==> config.mk <==
export PLATFORM = sky130hd
export DESIGN_NAME = quadrature_decoder
export DESIGN_NICKNAME = d
export VERILOG_FILES = /design/src/rtl/quadrature_decoder.sv
export SDC_FILE = /design/constraint.sdc
export NUM_CORES = 1
export LEC_CHECK = 0
export BUFFER_PORTS_ARGS = -buffer_cell sky130_fd_sc_hd__buf_2
export CORE_UTILIZATION = 45
export CTS_BUF_LIST = sky130_fd_sc_hd__clkbuf_8
export CTS_CLUSTER_DIAMETER = 120
export DETAILED_ROUTE_END_ITERATION = 10
export PLACE_DENSITY = 0.66
export SLEW_MARGIN = 20
export SYNTH_ARGS = -nofsm -noshare
export SYNTH_HDL_FRONTEND = slang
export SYNTH_SLANG_ARGS = --single-unit
==> constraint.sdc <==
create_clock -name clk -period 2.3 [get_ports clk]
set_input_delay 0.23 -clock clk [delete_from_list [all_inputs] [get_ports clk]]
set_output_delay 0.23 -clock clk [all_outputs]
set_load 0.01 [all_outputs]
==> src/rtl/quadrature_decoder.sv <==
// Quadrature encoder front end: synchronizes A/B, filters the AB pair as one vector,
// and emits registered step/direction and illegal-transition pulses.
module quadrature_decoder #(
   parameter int SYNC_STAGES   = 2,
   parameter int FILTER_CYCLES = 4
) (
   input  logic       clk,
   input  logic       reset,
   input  logic       enable,
   input  logic       a_in,
   input  logic       b_in,
   input  logic       clear_err,
   output logic       step,
   output logic       up_down,
   output logic       error,
   output logic [7:0] err_count,
   output logic [1:0] ab_state
);

   localparam logic [4:0] FILT_TC = 5'(FILTER_CYCLES);

   logic [SYNC_STAGES-1:0] sync_a_q, sync_b_q;
   logic [1:0]             s_ab;
   logic [1:0]             prev_q;
   logic [3:0]             cnt_q, cnt_d;
   logic [4:0]             cnt_inc;
   logic [1:0]             ab_q, ab_d;
   logic                   first_q, first_d;
   logic                   step_q, step_d;
   logic                   error_q, error_d;
   logic                   up_q, up_d;
   logic [7:0]             errc_q, errc_d;
   logic [1:0]             delta;
   logic                   accept;

   // Position along the forward cycle 00->01->11->10 -> 0,1,2,3.
   function automatic logic [1:0] gray_pos(input logic [1:0] ab);
      return {ab[1], ab[1] ^ ab[0]};
   endfunction

   assign s_ab    = {sync_a_q[SYNC_STAGES-1], sync_b_q[SYNC_STAGES-1]};
   assign cnt_inc = {1'b0, cnt_q} + 5'd1;
   assign delta   = gray_pos(s_ab) - gray_pos(ab_q);

   always_ff @(posedge clk or posedge reset) begin
      if (reset) begin
         sync_a_q <= '0;
         sync_b_q <= '0;
         prev_q   <= 2'b00;
         cnt_q    <= 4'd0;
         ab_q     <= 2'b00;
         first_q  <= 1'b1;
         step_q   <= 1'b0;
         error_q  <= 1'b0;
         up_q     <= 1'b1;
         errc_q   <= 8'd0;
      end else begin
         sync_a_q <= {sync_a_q[SYNC_STAGES-2:0], a_in};
         sync_b_q <= {sync_b_q[SYNC_STAGES-2:0], b_in};
         prev_q   <= s_ab;
         cnt_q    <= cnt_d;
         ab_q     <= ab_d;
         first_q  <= first_d;
         step_q   <= step_d;
         error_q  <= error_d;
         up_q     <= up_d;
         errc_q   <= errc_d;
      end
   end

   always_comb begin
      cnt_d   = cnt_q;
      ab_d    = ab_q;
      first_d = first_q;
      step_d  = 1'b0;
      error_d = 1'b0;
      up_d    = up_q;
      errc_d  = errc_q;
      accept  = 1'b0;

      // Until the first value is accepted ab_q is not meaningful, so equality does not hold off the filter.
      if (((s_ab == ab_q) && !first_q) || (s_ab != prev_q)) begin
         cnt_d = 4'd0;
      end else if (cnt_inc == FILT_TC) begin
         accept = 1'b1;
         cnt_d  = 4'd0;
      end else begin
         cnt_d = cnt_inc[3:0];
      end

      if (accept) begin
         ab_d    = s_ab;
         first_d = 1'b0;
         if (!first_q && enable) begin
            case (delta)
               2'd1: begin
                  step_d = 1'b1;
                  up_d   = 1'b1;
               end
               2'd3: begin
                  step_d = 1'b1;
                  up_d   = 1'b0;
               end
               2'd2:    error_d = 1'b1;
               default: ;
            endcase
         end
      end

      if (clear_err) begin
         errc_d = 8'd0;
      end else if (error_d && (errc_q != 8'hFF)) begin
         errc_d = errc_q + 8'd1;
      end
   end

   assign step      = step_q;
   assign error     = error_q;
   assign up_down   = up_q;
   assign err_count = errc_q;
   assign ab_state  = ab_q;

endmodule

==> Implementation_results.wiki <==
{| class="wikitable"
! Metric !! Value
|-
| Run status || complete, no violations
|-
| Syn Inst Count || around 110
|-
| Number of top-level pins || 19
|-
| Count of distinct cell types in the synthesized netlist || 32
|-
| Slowest stage cell, crit path || sky130_fd_sc_hd__dfrtp_1
|-
| Number of buffers added by the clock tree synthesis step || 3
|-
| Syn avg cell area || between 10 and 15 um^2
|-
| Detailed-route vias per instance || 5.346
|-
| Core area || roughly 2500 um^2
|-
| Via total after detailed routing || roughly 820
|-
| Post-synth EDFFs || 0
|-
| Maximum cell stage delay along the critical path || 470 ps
|-
| Layout Skew || approximately 5.6 ps
|-
| Flip-flop and latch count after synthesis || 24
|-
| Share of the synthesized area in the top cell type || 44.90%
|-
| Post-Route Hold Slack || between 60 and 70 ps
|-
| R2R Setup Slk || about 100 ps
|-
| Final slew viol count || 0
|-
| CTS HTree Levels || 1
|-
| Clock tree root buffer cell || sky130_fd_sc_hd__clkbuf_8
|-
| Length of the first detailed-routing pass in iterations || 3
|-
| Nets in the synthesized netlist || 114
|-
| Clk Latency, worst-skew pair || about 260 ps
|-
| Detailed Route WL || between 1500 and 2000 um
|-
| Period utilization || 95.46%
|-
| Clk pin slew, worst setup/hold paths || roughly 80 ps
|-
| Critical Path AT || 2350 ps
|-
| Biggest area consumer among synthesized cells || sky130_fd_sc_hd__dfrtp_1
|-
| Proportion of layout cells with a drive suffix above 1 || between 30% and 40%
|-
| Number of warning messages in the yosys log || 0
|-
| Crit path buffers/inverters || 0
|-
| Filler cells || 228
|-
| Hold-fix buffers, CTS || 0
|-
| Final Net Count || 133
|-
| Grt ovf || 0
|-
| Die outline height || around 54 um
|-
| Slew at the pin closest to its max-slew limit || between 900 and 1000 ps
|-
| Final TNS setup || 0 ps
|-
| List of most frequent post-synthesis cells || sky130_fd_sc_hd__dfrtp_1, sky130_fd_sc_hd__nor2_1, sky130_fd_sc_hd__mux2_2, sky130_fd_sc_hd__nor2b_1, sky130_fd_sc_hd__nor4_1
|-
| Clock sink total || 24
|-
| Power per standard cell area || 632.0 nW/um^2
|-
| Crit path capture type || flop
|-
| Most frequent cell after synthesis || sky130_fd_sc_hd__dfrtp_1
|-
| Starting density of the core || 48.61%
|-
| Overall Global Routing Usage || roughly 17%
|-
| Crit Path Class || reg2reg
|-
| Category of the worst setup path launch point || flop
|-
| Cell types occupying the most area after synthesis || sky130_fd_sc_hd__dfrtp_1, sky130_fd_sc_hd__mux2_2, sky130_fd_sc_hd__dfstp_2
|-
| Final Hold Fails || 0
|-
| CTS tree || done
|-
| Post-layout min period || 2196 ps
|-
| Kind of path behind the tightest hold check || in2reg
|-
| Main flop type after synthesis || sky130_fd_sc_hd__dfrtp_1
|-
| Final-report setup violation count || 0
|-
| FFs w/ async S/R, synth || 100.0%
|-
| Post-cts repair resize count || 0
|-
| Number of port buffers || 18
|-
| Wire length of the first global-routing pass || ~3400 um
|-
| Overall die area || 2938 um^2
|-
| Cell family with most CP delay || simple AND/OR/NAND/NOR gates
|-
| Reported leakage power || about 0.66 nW
|-
| Via count of the first global-routing pass || a little under 800
|-
| Largest net degree at the start of global routing || 25
|-
| Achievable clock frequency || about 460 MHz
|-
| Largest driver fanout on the critical path || 8
|-
| Setup repair after global routing missed its margin || true
|-
| Initial antenna violation count || 0
|-
| Row Count || 18
|-
| Max-cap violations || 0
|-
| Req. time, crit path || approximately 2500 ps
|-
| List of cells traversed by the critical path || xnor2_1, ha_1, xor3_2, nand4b_4, or4_1, a221oi_1
|-
| Routed WL per cell || between 10 and 15 um
|-
| Initial DRC count || 9
|-
| Maximum clock path buffer count || 2
|-
| Final weighted congestion in routability-driven placement || approximately 0.76
|-
| HPWL Detailed || 1482 um
|-
| Peak supply drop || 0.0007106 V
|-
| Signed area change from the synthesized netlist to the final layout || 12.24%
|-
| DRC violations left || 0
|-
| Max-Slew Margin vs Limit || 37.79%
|-
| Chip width || about 54 um
|-
| Post-synthesis cell area || ~1200 um^2
|-
| Post-CTS setup repair buffer count || 0
|-
| Antenna violation net count after detailed routing || 0
|-
| Fraction of the yosys area taken by sequential cells || a little under 50%
|-
| ANT cells || 0
|}
power by group:
group / internal (mW) / switching, mW / total (mW)
Combinational: 0.0284 / 0.0424 / 0.0708
Sequential: 0.432 / 0.00928 / 0.441
Clock: 0.233 / 0.125 / 0.358
layout make-up:
type	count	area [um^2]	area share [%]
Multi-Input combinational cell	73	559.3	40.64
Timing Repair Buffer	18	90.09	6.545
Tap cell	30	37.54	2.727
Sequential cell	24	603.1	43.82
Clock inverter	1	30.03	2.182
Inverter	4	15.01	1.091
Clock buffer	3	41.29	3.000
flip-flops by register name (all words and copies together), names as in the netlist:
signal and cells:
err_count 8, sync_b_q 2, error 1, step 1, sync_a_q 2, prev_q 2, ab_state 2, first_q 1
up_down 1, cnt_q 4
final timing paths:
kind                                  startpoint                  endpoint  cells past startpoint
setup / recovery           sync_a_q[1]$_DFF_PP0_  err_count[6]$_DFFE_PP0P_                      6
hold / removal                              a_in     sync_a_q[0]$_DFF_PP0_                      1
min in group asynchronous                  reset  err_count[4]$_DFFE_PP0P_                      2
hold reg to reg            sync_b_q[0]$_DFF_PP0_     sync_b_q[1]$_DFF_PP0_                      0
max in group asynchronous                  reset        cnt_q[1]$_DFF_PP0_                      2
setup reg to reg           sync_a_q[1]$_DFF_PP0_  err_count[6]$_DFFE_PP0P_                      6
cells in the final DEF, fill, tap and decap left out, drive strengths merged:
cell type,count
dfrtp,22
buf,18
nor2,11
mux2,8
nor2b,7
nor4,7
inv,4
xor2,4
nand2b,4
nand3,3
xnor2,3
o21ai,3
ha,3
clkbuf,3
nand2,2
nor3,2
nand3b,2
mux2i,2
dfstp,2
and3,2
o311ai,1
xor3,1
nand4b,1
or4,1
nand4,1
a221oi,1
a21oi,1
nor3b,1
and2,1
o211ai,1
bufinv,1
kinds of logic (layout without fill, tap and decap cells):
logic type / after synthesis / in the layout / share of synthesized area (%)
buffers and inverters: 8 / 26 / 5.204
muxes: 10 / 10 / 8.980
AOI/OAI and AO/OA: 7 / 7 / 4.286
and+or+nand+nor: 45 / 45 / 22.25
DFF: 24 / 24 / 49.18
adders and majority gates: 3 / 3 / 3.062
xor gates and xnor gates: 8 / 8 / 7.041
per-layer routing:
| metal | vias to the layer above | track usage [%] | part of all wire (%) |
|---|---|---|---|
| met4 | 0 | 5.128 | 0.95 |
| li1 | 405 | - | - |
| met3 | 4 | 6.215 | 5.1 |
| met2 | 18 | 26.02 | 45 |
| met1 | 391 | 22.04 | 49 |
| met5 | - | 0 | 0 |
per-stage QoR:
stage               power, mW  setup WS (ps)  area, um^2  cells  util, %
finish                 0.8698          104.4        1376    153    54.56
global route           0.9167         -5.426        1376    153    54.56
CTS                    0.8869          90.47        1376    153    54.56
detailed placement     0.5216          152.7        1305    149    51.74
global placement       0.5194          190.5        1305    149    51.74
floorplan              0.5090          304.9        1226    105        -
No activity file was read; power rests on OpenSTA's default activity.
